[src/rtl/if_id_fetch_stage.sv]
// Instruction-fetch stage with IF/ID pipeline register.
// Owns the PC and issues reads to a 1-cycle-latency synchronous instruction memory.
// A one-entry skid register catches the in-flight response during a decode stall,
// so no fetched word is lost or fetched twice. A flush redirects the PC and squashes
// the stage.
module if_id_fetch_stage #(
    parameter logic [31:0] RESET_PC  = 32'h0000_0000,
    parameter logic [31:0] NOP_INSTR = 32'h0000_0013
) (
    input  logic        clk,
    input  logic        rst_n,
    input  logic        stall,
    input  logic        flush,
    input  logic [31:0] redirect_pc,
    output logic        imem_req,
    output logic [31:0] imem_addr,
    input  logic [31:0] imem_rdata,
    output logic [31:0] id_instr,
    output logic [31:0] id_pc,
    output logic [31:0] id_pc_plus4,
    output logic        id_valid
);

    logic        run_q,        run_d;
    logic [31:0] pc_q,         pc_d;
    logic [31:0] f_pc_q,       f_pc_d;
    logic        f_vld_q,      f_vld_d;
    logic [31:0] skid_instr_q, skid_instr_d;
    logic [31:0] skid_pc_q,    skid_pc_d;
    logic        skid_vld_q,   skid_vld_d;
    logic [31:0] id_instr_q,   id_instr_d;
    logic [31:0] id_pc_q,      id_pc_d;
    logic [31:0] id_pc4_q,     id_pc4_d;
    logic        id_valid_q,   id_valid_d;

    // Requests stop whenever decode stalls or a redirect is in progress.
    assign imem_req    = run_q & ~stall & ~flush;
    assign imem_addr   = pc_q;
    assign id_instr    = id_instr_q;
    assign id_pc       = id_pc_q;
    assign id_pc_plus4 = id_pc4_q;
    assign id_valid    = id_valid_q;

    // Next-state logic: PC/issue tracking, skid capture and ID register update.
    always_comb begin
        run_d        = 1'b1;
        pc_d         = pc_q;
        f_pc_d       = f_pc_q;
        f_vld_d      = 1'b0;
        skid_instr_d = skid_instr_q;
        skid_pc_d    = skid_pc_q;
        skid_vld_d   = skid_vld_q;
        id_instr_d   = id_instr_q;
        id_pc_d      = id_pc_q;
        id_pc4_d     = id_pc4_q;
        id_valid_d   = id_valid_q;

        if (flush) begin
            // The in-flight response and any skid entry belong to the wrong path.
            pc_d       = {redirect_pc[31:2], 2'b00};
            skid_vld_d = 1'b0;
            id_instr_d = NOP_INSTR;
            id_valid_d = 1'b0;
        end else begin
            if (imem_req) begin
                pc_d    = pc_q + 32'd4;
                f_pc_d  = pc_q;
                f_vld_d = 1'b1;
            end

            if (stall) begin
                // Park the arriving word; no request was issued, so the skid
                // entry cannot be overwritten until the stall releases.
                if (f_vld_q) begin
                    skid_instr_d = imem_rdata;
                    skid_pc_d    = f_pc_q;
                    skid_vld_d   = 1'b1;
                end
            end else if (skid_vld_q) begin
                id_instr_d = skid_instr_q;
                id_pc_d    = skid_pc_q;
                id_pc4_d   = skid_pc_q + 32'd4;
                id_valid_d = 1'b1;
                skid_vld_d = 1'b0;
            end else if (f_vld_q) begin
                id_instr_d = imem_rdata;
                id_pc_d    = f_pc_q;
                id_pc4_d   = f_pc_q + 32'd4;
                id_valid_d = 1'b1;
            end else begin
                // Bubble: keep the last PC so id_pc stays meaningful.
                id_instr_d = NOP_INSTR;
                id_valid_d = 1'b0;
            end
        end
    end

    // State registers with asynchronous reset.
    always_ff @(posedge clk or negedge rst_n) begin
        if (!rst_n) begin
            run_q        <= 1'b0;
            pc_q         <= RESET_PC;
            f_pc_q       <= 32'h0;
            f_vld_q      <= 1'b0;
            skid_instr_q <= NOP_INSTR;
            skid_pc_q    <= 32'h0;
            skid_vld_q   <= 1'b0;
            id_instr_q   <= NOP_INSTR;
            id_pc_q      <= 32'h0;
            id_pc4_q     <= 32'd4;
            id_valid_q   <= 1'b0;
        end else begin
            run_q        <= run_d;
            pc_q         <= pc_d;
            f_pc_q       <= f_pc_d;
            f_vld_q      <= f_vld_d;
            skid_instr_q <= skid_instr_d;
            skid_pc_q    <= skid_pc_d;
            skid_vld_q   <= skid_vld_d;
            id_instr_q   <= id_instr_d;
            id_pc_q      <= id_pc_d;
            id_pc4_q     <= id_pc4_d;
            id_valid_q   <= id_valid_d;
        end
    end

endmodule

[config.mk]
export PLATFORM = sky130hd
export DESIGN_NAME = if_id_fetch_stage
export DESIGN_NICKNAME = d
export VERILOG_FILES = /design/src/rtl/if_id_fetch_stage.sv
export SDC_FILE = /design/constraint.sdc
export NUM_CORES = 1
export LEC_CHECK = 0
export ABC_CLOCK_PERIOD_IN_PS = 3100
export BUFFER_PORTS_ARGS = -buffer_cell sky130_fd_sc_hd__clkbuf_2
export CAP_MARGIN = 20
export CORE_MARGIN = 10
export CORE_UTILIZATION = 38
export CTS_CLUSTER_DIAMETER = 50
export DETAILED_ROUTE_END_ITERATION = 8
export PLACE_DENSITY_LB_ADDON = 0.05
export SKIP_CTS_REPAIR_TIMING = 1
export SYNTH_ARGS = -nofsm -noshare
export SYNTH_HDL_FRONTEND = slang
export SYNTH_SLANG_ARGS = --single-unit
[constraint.sdc]
create_clock -name clk -period 3.1 [get_ports clk]
set_clock_uncertainty 0.1 [all_clocks]
set_input_delay 0.465 -clock clk [delete_from_list [all_inputs] [get_ports clk]]
set_output_delay 0.465 -clock clk [all_outputs]
set_load 0.01 [all_outputs]
==> results.py <==
metrics = {
    "floorplanning": {
        "fp.dieH_um": 185,
        "boundaryPins": 198,
        "initial_core_util_pct": 38.5,
        "die_area_mm2": 0.0343,
        "core_mm2": 0.0269,
        "die_w_um": 185,
        "rows": 60,
    },
    "clock_tree": {
        "clk_latency_ns": 0.50,
        "clk_pin_slew_ns": 0.05,
        "numCtsBuffers": 35,
        "cts_root_buf": "clkbuf_16",
        "clockBufferDepth": 3,
        "cts.sinks": 218,
        "cts_tree": "built",
        "ctsHtreeMaxLevel": 2,
    },
    "final_layout": {
        "areaGrowthSynthToFinish_pct": 25.2,
        "drive_above_1_share_pct": 33.7,
        "antenna_cells": 0,
        "nets": 1219,
        "fin_area_mm2": 0.0130,
        "n_fill_cell": 2582,
        "stdcell_count": 1516,
    },
    "global_routing": {
        "grt_pass1_vias": 7872,
        "grt_max_degree": 78,
        "grt_usage_pct": 16.6,
        "grt_overflow": 0,
        "antenna_found_initial": 0,
        "grt_pass1_wl_um": 45400,
    },
    "placement": {
        "dpl.cell_count": 1452,
        "place_congestion": 0.773,
        "dpl_cell_area_mm2": 0.0117,
        "dpl.hpwl_um": 20100,
        "numPortBuffers": 189,
    },
    "yosys": {
        "postSynthCellCount": 963,
        "ys_types": 63,
        "yosysSeqAreaShare_pct": 52.7,
        "synth-async-reset-ratio_pct": 100,
        "ys_ff_latch": 218,
        "yosysTopAreaCellShare_pct": 51.0,
        "syn_area_per_cell_um2": 10.8,
        "synth-main-ff-cell": "dfrtp_1",
        "synthTopCellsByCount": "dfrtp_1 (211), nand2_1 (122), mux2_2 (94), nor2_1 (79), o21ai_0 (56)",
        "yosys.area.top_type": "dfrtp_1",
        "yosys_warnings": 0,
        "synth_area_mm2": 0.0104,
        "synth_area_leaders": "dfrtp_1 (51%), mux2_2 (10%), nand2_1 (4.4%)",
        "synth.most_common_cell": "dfrtp_1",
        "synth_edf_count": 0,
    },
    "setup_path": {
        "crit_fanout": 7,
        "crit_slowest_cell": "or4_1",
        "crit_type": "flip-flop to flip-flop",
        "rr_startpoint": "skid_vld_q",
        "required_ns": 3.42,
        "endpoint_kind": "flip-flop",
        "crit_chain": "mux2_2 > ha_1 > nand4b_1 > a21oi_4 > nand4_2 > or4_1 > nand3_1",
        "r2r_slack_ns": 0.48,
        "critPathMaxStageDelay_ns": 0.53,
        "start_kind": "flip-flop",
        "r2r-end": "id_pc_plus4[22]",
        "rr_worst_depth": 7,
        "crit_arrival_ns": 2.94,
    },
    "drt": {
        "vias": 7800,
        "routedWlPerCell_um": 18.8,
        "first_pass_iters": 5,
        "detail-route-antenna-nets": 0,
        "viasPerCell": 5.15,
        "routed_wl_um": 28600,
        "drc": 0,
        "drt_iter0_drc": 336,
    },
    "power_and_ir_drop": {
        "p_leak_nw": 5.94,
        "p_per_area_mw_per_mm2": 762,
        "finalPower_mw": 9.88,
        "ir_drop_mv": 0.373,
    },
    "worst_hold_path": {
        "min_from": "redirect_pc[11]",
        "hold_class": "input port to flip-flop",
        "worstHoldEndpoint": "imem_addr[11]",
        "whs_path_depth": 3,
    },
    "sta": {
        "fin_tns_setup_ns": 0,
        "fin_crit_sh_pct": 84.5,
        "slew_headroom_pct": 50.6,
        "worst_slew_pin_slew_ns": 0.721,
        "max_freq_mhz": 382,
        "rsz0062_at_grt": "no",
        "min_period_ns": 2.62,
        "hold_violations": 0,
        "maxSlewViolCount": 0,
        "finalSetupViolCount": 0,
    },
    "job": {
        "cap_viol_max_count": 0,
    },
    "run_status": {
        "status": "finished, final reports clean",
    },
}
-- registers in the layout, indices dropped and copies added (netlist names) --
signal	count
id_valid	1
skid_pc_q	30
imem_addr	30
id_instr	32
skid_vld_q	1
skid_instr_q	32
f_pc_q	30
run_q	1
f_vld_q	1
id_pc	30
id_pc_plus4	30
-- cells in the final DEF (no fill, tap or decap), drive strengths merged, types with 5 or more instances in the layout --
master  Yosys  final
mux2i      26     26
clkbuf     40    231
and3        9      9
dfrtp     211    211
nand4b      6      6
conb        2      7
xnor2      32     32
nor3        8      8
xor2       10     10
nand3      28     28
o31ai       8      8
nor2       79     79
o21ai      68     68
mux2       95     95
or4         5      5
bufinv      0      7
nand4      22     22
a21o        7      7
nand3b      9      9
inv         8     11
dfstp       7      7
a21oi      35     35
nand2     122    122
nor4       15     15
a22oi      38     38
nor2b       5      5
clkinv      1      7
buf        25     21
and2        5      5
-- report_power, final --
group	internal [mW]	switching [mW]	total (mW)
logic	0.745	0.824	1.57
clock network	2.88	1.42	4.30
registers	3.45	0.555	4.01
total	7.08	2.80	9.88
-- final cells by class --
type	instances	area [um^2]	area share [%]
sequential	218	5470	42.2
multi-input combinational	676	4580	35.4
inverter	9	33.8	0.261
timing repair buffer	209	1160	8.95
tap	341	427	3.29
clock inverter	19	292	2.25
clock buffer	44	1000	7.73
-- stage by stage --
step / hold slack (ns) / setup slack, ns / util [%]
after floorplan: 0.0694 / 0.306 / -
after global placement: 0.314 / 0.569 / 43.4
after detailed placement: 0.314 / 0.527 / 43.4
after CTS: -0.230 / 0.481 / 48.2
after global routing: 0.0755 / 0.351 / 48.2
final: 0.0727 / 0.479 / 48.2
-- how the worst max path moves through the flow --
| stage | start | to | slack [ns] | cells past startpoint |
|---|---|---|---|---|
| finish | skid_vld_q | id_pc_plus4[22] | 0.48 | 7 |
| global route | skid_vld_q | id_pc_plus4[27] | 0.35 | 6 |
| CTS | skid_vld_q | id_pc_plus4[22] | 0.48 | 7 |
| detailed placement | skid_vld_q | id_pc_plus4[22] | 0.53 | 7 |
| global placement | skid_vld_q | id_pc_plus4[22] | 0.57 | 7 |
| floorplan | skid_vld_q | id_pc_plus4[30] | 0.31 | 11 |
-- worst max-delay path, delay by kind of cell (launching register included) --
family	cells	cell delay (ns)
AND/OR/NAND/NOR	4	1.11
flip-flops	1	0.50
AO/OA/AOI/OAI	1	0.31
multiplexers	1	0.27
adder cells (fa/ha/maj)	1	0.26
-- metal layers --
layer | wire length (um) | up-vias | track usage (%)
li1 | - | 3809 | -
met1 | 15000 | 3747 | 25.3
met2 | 11100 | 205 | 21.9
met3 | 1960 | 39 | 4.60
met4 | 537 | 0 | 4.62
met5 | 0 | - | 0
-- cells by family (layout without fill, tap and decap cells) --
family,Yosys count,count (layout),share of synthesized area [%]
adders and majority gates,2,2,0.242
other,2,7,0.0725
buffers and inverters,74,281,3.37
xor gates and xnor gates,42,42,3.55
and+or+nand+nor,323,323,15.6
muxes,121,121,12.9
AOI/OAI and AO/OA,181,181,11.6
DFF,218,218,52.7
Power figures use the tool's default switching activity.
